**config.mk**
```make
export PLATFORM = sky130hd
export DESIGN_NAME = pipe_mem_arbiter
export DESIGN_NICKNAME = d
export VERILOG_FILES = /design/src/rtl/pipe_mem_arbiter_pkg.sv /design/src/rtl/pipe_mem_arbiter.sv
export SDC_FILE = /design/constraint.sdc
export NUM_CORES = 1
export LEC_CHECK = 0
export BUFFER_PORTS_ARGS = -buffer_cell sky130_fd_sc_hd__buf_2
export CAP_MARGIN = 5
export CORE_UTILIZATION = 50
export CTS_CLUSTER_SIZE = 10
export DETAILED_ROUTE_END_ITERATION = 16
export PLACE_DENSITY_LB_ADDON = 0.3
export SLEW_MARGIN = 10
export SYNTH_ARGS = -nofsm -noshare
export SYNTH_HDL_FRONTEND = slang
export SYNTH_SLANG_ARGS = --single-unit
```
**constraint.sdc**
```tcl
create_clock -name clk -period 6.7 [get_ports clk]
set_clock_uncertainty 0.05 [all_clocks]
set_input_delay 1.34 -clock clk [delete_from_list [all_inputs] [get_ports clk]]
set_output_delay 1.34 -clock clk [all_outputs]
set_load 0.005 [all_outputs]
```
**src/rtl/pipe_mem_arbiter_pkg.sv**
```systemverilog
// Shared types for the IF/MEM unified-memory arbiter: FSM states, grant
// encoding and the starvation counter width.
package pipe_mem_arb_pkg;

    typedef enum logic [1:0] {
        IDLE   = 2'd0,
        BUSY_I = 2'd1,
        BUSY_D = 2'd2
    } arb_state_e;

    typedef enum logic [1:0] {
        GNT_NONE = 2'd0,
        GNT_I    = 2'd1,
        GNT_D    = 2'd2
    } grant_e;

    localparam int STARVE_W = 4;

endpackage

```
**src/rtl/pipe_mem_arbiter.sv**
```systemverilog
// Single-port memory arbiter between instruction fetch and the MEM stage.
// Data side has priority; a saturating starvation counter forces fetch progress.
module pipe_mem_arbiter
    import pipe_mem_arb_pkg::*;
#(
    parameter int AW         = 32,
    parameter int STARVE_MAX = 4
) (
    input  logic          clk,
    input  logic          rstn,
    input  logic          if_req,
    input  logic [AW-1:0] if_addr,
    input  logic          if_kill,
    output logic [31:0]   if_rdata,
    output logic          if_valid,
    input  logic          dm_req,
    input  logic          dm_we,
    input  logic [AW-1:0] dm_addr,
    input  logic [31:0]   dm_wdata,
    input  logic [3:0]    dm_wstrb,
    output logic [31:0]   dm_rdata,
    output logic          dm_valid,
    output logic          mem_req,
    output logic          mem_we,
    output logic [AW-1:0] mem_addr,
    output logic [31:0]   mem_wdata,
    output logic [3:0]    mem_wstrb,
    input  logic          mem_ack,
    input  logic [31:0]   mem_rdata
);

    localparam logic [STARVE_W-1:0] STARVE_LIM = STARVE_W'(STARVE_MAX);

    arb_state_e           state;
    arb_state_e           state_nxt;
    grant_e               grant;
    logic [STARVE_W-1:0]  starve_cnt;
    logic                 kill_pend;
    logic                 ack_i;
    logic                 ack_d;

    always_ff @(posedge clk or negedge rstn) begin
        if (!rstn) begin
            state <= IDLE;
        end else begin
            state <= state_nxt;
        end
    end

    always_comb begin
        state_nxt = state;
        grant     = GNT_NONE;
        case (state)
            IDLE: begin
                if (dm_req && (!if_req || (starve_cnt < STARVE_LIM))) begin
                    grant     = GNT_D;
                    state_nxt = BUSY_D;
                end else if (if_req) begin
                    grant     = GNT_I;
                    state_nxt = BUSY_I;
                end
            end
            BUSY_I, BUSY_D: begin
                if (mem_ack) begin
                    state_nxt = IDLE;
                end
            end
            default: state_nxt = IDLE;
        endcase
    end

    // mem_req comes straight from state so an async reset drops it at once.
    always_comb begin
        mem_req = (state == BUSY_I) || (state == BUSY_D);
        ack_i   = (state == BUSY_I) && mem_ack;
        ack_d   = (state == BUSY_D) && mem_ack;
    end

    always_ff @(posedge clk or negedge rstn) begin
        if (!rstn) begin
            mem_we     <= 1'b0;
            mem_addr   <= '0;
            mem_wdata  <= '0;
            mem_wstrb  <= '0;
            if_rdata   <= '0;
            dm_rdata   <= '0;
            if_valid   <= 1'b0;
            dm_valid   <= 1'b0;
            kill_pend  <= 1'b0;
            starve_cnt <= '0;
        end else begin
            if (grant == GNT_D) begin
                mem_we    <= dm_we;
                mem_addr  <= dm_addr;
                mem_wdata <= dm_wdata;
                mem_wstrb <= dm_wstrb;
            end else if (grant == GNT_I) begin
                mem_we    <= 1'b0;
                mem_addr  <= if_addr;
                mem_wstrb <= 4'b0000;
            end

            if (state == IDLE) begin
                if (grant == GNT_D && if_req) begin
                    if (starve_cnt < STARVE_LIM) begin
                        starve_cnt <= starve_cnt + STARVE_W'(1);
                    end
                end else if (grant == GNT_I || !if_req) begin
                    starve_cnt <= '0;
                end
            end

            // A kill landing on the completing edge still suppresses the pulse.
            if (ack_i) begin
                kill_pend <= 1'b0;
            end else if (state == BUSY_I && if_kill) begin
                kill_pend <= 1'b1;
            end

            if (ack_i) begin
                if_rdata <= mem_rdata;
            end
            if (ack_d && !mem_we) begin
                dm_rdata <= mem_rdata;
            end

            if_valid <= ack_i && !kill_pend && !if_kill;
            dm_valid <= ack_d;
        end
    end

endmodule

```
# == Word-level counts from Yosys, hierarchy flattened ==
# Index checks and enable logic that the tools add are counted.
# classes
addsub,1
n_lt_le_gt_ge,1
n_eq_ne,7
mux,18
reduce_logical,22
# op_table
op,n
2-to-1 mux 32 bit,2
2-to-1 mux 4 bit,5
2-to-1 mux 2 bit,5
logical AND 1 bit,8
nonzero test 2 bit,3
2-to-1 mux 1 bit,5
"adder 4 x 1 -> 4 bit, second input constant",1
"== test 2 x 1 -> 1 bit, second input constant",2
"== test 2 bit, second input constant",2
logical NOT 1 bit,4
"< comparator 4 x 3 -> 1 bit, second input constant",1
case mux 2 bit (2 select lines),1
logical OR 1 bit,3
"inequality test 3 bit, second input constant",1
AND reduction 3 bit,1
logical NOT 2 bit,1
"inequality test 2 x 1 -> 1 bit, second input constant",1
"inequality test 2 bit, second input constant",1
AND reduction 2 bit,1
OR reduction 2 bit,1
# totals
ff_bits,142
inputBits,139
word_cells,60

# == Longest topological paths before layout ==
# logic_depth
word_depth,9
ltp_mapped,10
depth_no_buf,9

# == Worst setup path before layout ==
# No wires, ideal clock.
# synth_path
path_kind,input port to flip-flop
start,input if_req
end,register starve_cnt[1]
setup_ns,0.128
arrival_time_ns,2.750
required_time_ns,6.522
setup_slack_ns,3.772
path_stages,8
path_cell_list,inv_1 -> o211ai_1 -> inv_1 -> ha_1 -> buf_2 -> nor3b_1 -> o31a_1 -> mux2_1
# synth_between
elab_chain_len,9
word_cells_on_any_way,14
# synth_lines
element,line_no,text
from (decl),pipe_mem_arbiter.sv:11,"input logic if_req,"
logical NOT 1 bit (*),pipe_mem_arbiter.sv:55,if (dm_req && (!if_req || (starve_cnt < STARVE_LIM))) begin
logical OR 1 bit (*),pipe_mem_arbiter.sv:55,
logical AND 1 bit (*),pipe_mem_arbiter.sv:55,
2-to-1 mux 2 bit (*),pipe_mem_arbiter.sv:55,
2-to-1 mux 2 bit (*),pipe_mem_arbiter.sv:53,case (state)
via grant[1],pipe_mem_arbiter.sv:36,grant_e grant;
== test 2 bit or == test 2 x 1 -> 1 bit (tied branches),"pipe_mem_arbiter.sv:104, pipe_mem_arbiter.sv:108",
logical AND 1 bit or logical OR 1 bit (tied branches),"pipe_mem_arbiter.sv:104, pipe_mem_arbiter.sv:108",
inequality test 2 x 1 -> 1 bit (no source line) or nonzero test 2 bit (tied branches),-,
AND reduction 3 bit (no source line),-,
to (signal assigned),pipe_mem_arbiter.sv:106,starve_cnt <= starve_cnt + STARVE_W'(1);
to (decl),pipe_mem_arbiter.sv:37,logic [STARVE_W-1:0] starve_cnt;
# Mark *: on every way through the listed nets, which the timed path passes. The rest lies on a longest branch.
# A chain may end at the register's enable or synchronous reset.

# == Final worst setup path ==
# Same ends and word-level chain as after synthesis.

==> metrics.md <==
| Metric | Value |
|---|---|
| Number of global-route vias before repair | 4393 |
| Distinct cells, synth | 24 |
| Sequential element share of the synthesized area | 0.626 |
| Fin cells | 836 |
| Multi-input logic area | 1990 um2 |
| Flop-to-flop setup slack | 3770 ps |
| Hold Path Class | reg2reg |
| Core Region | 10900 um2 |
| Area Overhead vs Synth | 35.5% |
| Power per cell area | 485 nW/um2 |
| Initial antenna violation count | 0 |
| Reg2reg path depth | 8 |
| Overall routed net length | 13.6 mm |
| Initial Util | 0.519 |
| Status | finished, final reports clean |
| Worst slew margin | 0.284 |
| First-pass GRT wire length | 20.8 mm |
| Ys async rst share | 1.00 |
| Final period util | 0.493 |
| Busiest grt layer | met2 |
| Final setup TNS | 0 ps |
| PostCTS Resize Cnt | 0 |
| Die height | 109 um |
| WS Path Type | in2reg |
| Max_cap viols | 0 |
| CTS root buffer | clkbuf_16 |
| Register bit total from synthesis | 142 |
| Hold depth | 1 |
| Pleak | 3.90 nW |
| Endpoint kind of the worst setup timing path | flop |
| Num ports | 275 |
| Met1 global-route usage | 0.245 |
| Finished layout cell area | 7690 um2 |
| Number of post-CTS setup repair buffers | 0 |
| Fmax | 303 MHz |
| Syn Nets | 555 |
| Per-cell routed wire length | 16.3 um |
| RSZ-0062 raised after global routing | false |
| Synth top cells by count | dfrtp_1 (142), mux2_2 (93), nand2_1 (45), o21ai_0 (37), mux2i_1 (33) |
| Ratio of cells with drive above 1 in the final layout | 0.574 |
| Inserted Clock Buffers | 17 |
| Max FO, Critical Path | 73 |
| Vias | 4182 |
| Final Wtd Congestion | 0.766 |
| GR Util met2 | 0.419 |
| Post-synth EDFFs | 0 |
| Clock latency on the worst-skew pair | 400 ps |
| CTS tree | built |
| Power Internal | 0.00256 W |
| Placement Cell Area | 7140 um2 |
| Setup crit start kind | input port |
| DRC violations left | 0 |
| CTS Buffer Depth | 2 |
| HPWL Detailed | 9.80 mm |
| CTS Hold Buffers Added | 0 |
| CP Data Required Time | 6940 ps |
| NetSw | 0.00117 W |
| Slew Limit Fails | 0 |
| Nets | 828 |
| I/O Buffers | 274 |
| Total grt overflow | 0 |
| Clock share of power | 0.231 |
| Fin. Hold Viols | 0 |
| Switching part of the total | 0.314 |
| Worst EP arrival | 3540 ps |
| Setup violations, final | 0 |
| DRT iter0 DRCs | 131 |
| Fill cell count | 809 |
| Mean Syn Cell Area | 13.8 um2 |
| Minimum clock period | 3300 ps |
| Largest area contributor in the netlist | dfrtp_1 |
| Total GRT Usage | 0.235 |
| Synth top area share | 0.626 |
| Comb power frac | 0.368 |
| Top-count cell post-synth | dfrtp_1 |
| Peak supply drop | 0.252 mV |
| Vias per Instance | 5.00 |
| Post-Place Cells | 804 |
| Clock transition at the registers of the reported paths | 50 ps |
| H-tree Lvls | 4 |
| Chip Width | 109 um |
| GR Util met3 | 0.0802 |
| Reg area | 3550 um2 |
| CTS Sinks | 142 |
| Worst Tran Pin Value | 1070 ps |
| Largest net degree at the start of global routing | 75 |
| Cells after Synth | 410 |
| Top cells by area, synth | dfrtp_1 (63%), mux2_2 (18%), mux2i_1 (5.8%) |
| Post-Synthesis Cell Area | 5680 um2 |
| Pre-antenna DRT Iters | 4 |
| Post-DRT Antenna Nets | 0 |
| Seq pwr share | 0.401 |
| Ys flop type | dfrtp_1 |
| Rows | 38 |
| Die ar. | 11800 um2 |
| YS warnings | 0 |
[power by group through the flow]
stage / logic [W] / registers (W) / clock network, W
finish: 0.00137 / 0.00149 / 0.000861
global route: 0.00152 / 0.00155 / 0.000915
CTS: 0.00140 / 0.00150 / 0.000881
detailed placement: 0.00139 / 0.00150 / 0
global placement: 0.00134 / 0.00147 / 0
floorplan: 0.000720 / 0.00153 / 0
[path summary, 6_finish.rpt]
path,from,to
worst max-delay path,if_req,starve_cnt[1]$_DFFE_PN0P_
worst min-delay path,kill_pend$_DFFE_PN0P_,if_valid$_DFF_PN0_
worst max register to register,state[0]$_DFFE_PN0P_,starve_cnt[1]$_DFFE_PN0P_
worst min register to register,kill_pend$_DFFE_PN0P_,if_valid$_DFF_PN0_
max in group asynchronous,rstn,mem_wdata[15]$_DFFE_PN0N_
min in group asynchronous,rstn,if_rdata[2]$_DFFE_PN0P_
[flip-flops by register name, indices dropped and copies added, names as in the netlist]
name	count
dm_rdata	32
if_rdata	32
mem_addr	32
state	2
kill_pend	1
if_valid	1
mem_we	1
mem_wstrb	4
dm_valid	1
starve_cnt	4
mem_wdata	32
[worst max-delay path, cell delays in order]
cell	delay, ps
buf_2	120
inv_1	90
o211ai_1	160
inv_1	140
ha_4	820
nor3b_1	290
o31a_1	250
mux2_1	340
[cell families (layout without fill, tap and decap cells)]
kind of cell | Yosys count | after routing | synth area share
AO/OA/AOI/OAI | 47 | 47 | 0.0436
adder cells (fa/ha/maj) | 6 | 6 | 0.0132
buffers and inverters | 30 | 315 | 0.0264
flip-flops | 142 | 142 | 0.626
multiplexers | 130 | 130 | 0.251
other | 0 | 1 | 0
AND/OR/NAND/NOR | 55 | 55 | 0.0403
[cell usage in the layout, fill, tap and decap left out, types with 3 or more instances in the layout]
master and instances:
a21oi_1 4, clkbuf_16 17, o22ai_1 3, mux2_1 4, ha_1 4, inv_1 7, mux2_2 93, mux2i_1 33
clkbuf_1 4, clkbuf_8 3, buf_2 273, clkinv_2 5, dfrtp_1 142, o21ai_0 37, buf_4 3, nand2_1 45
nor2b_1 3
[stage by stage]
step	worst slack [ps]	hold WS [ps]	util	power, W
after detailed placement	2920	372	0.653	0.00290
after global placement	3070	372	0.653	0.00282
after floorplan	3770	360	-	0.00225
final	3400	384	0.703	0.00373
after CTS	3350	384	0.703	0.00378
after global routing	3240	396	0.703	0.00398
[layer usage]
layer,up-vias,part of all wire
li1,1966,-
met1,1999,0.37
met2,190,0.53
met3,27,0.077
met4,0,0.025
met5,-,0
[layout make-up]
type | count | area share
timing repair buffer | 277 | 0.182
antenna | 1 | 0.000325
clock buffer | 24 | 0.0626
tap | 140 | 0.0228
multi-input combinational | 238 | 0.259
clock inverter | 7 | 0.00813
inverter | 7 | 0.00342
sequential | 142 | 0.462
Power figures use the tool's default switching activity.
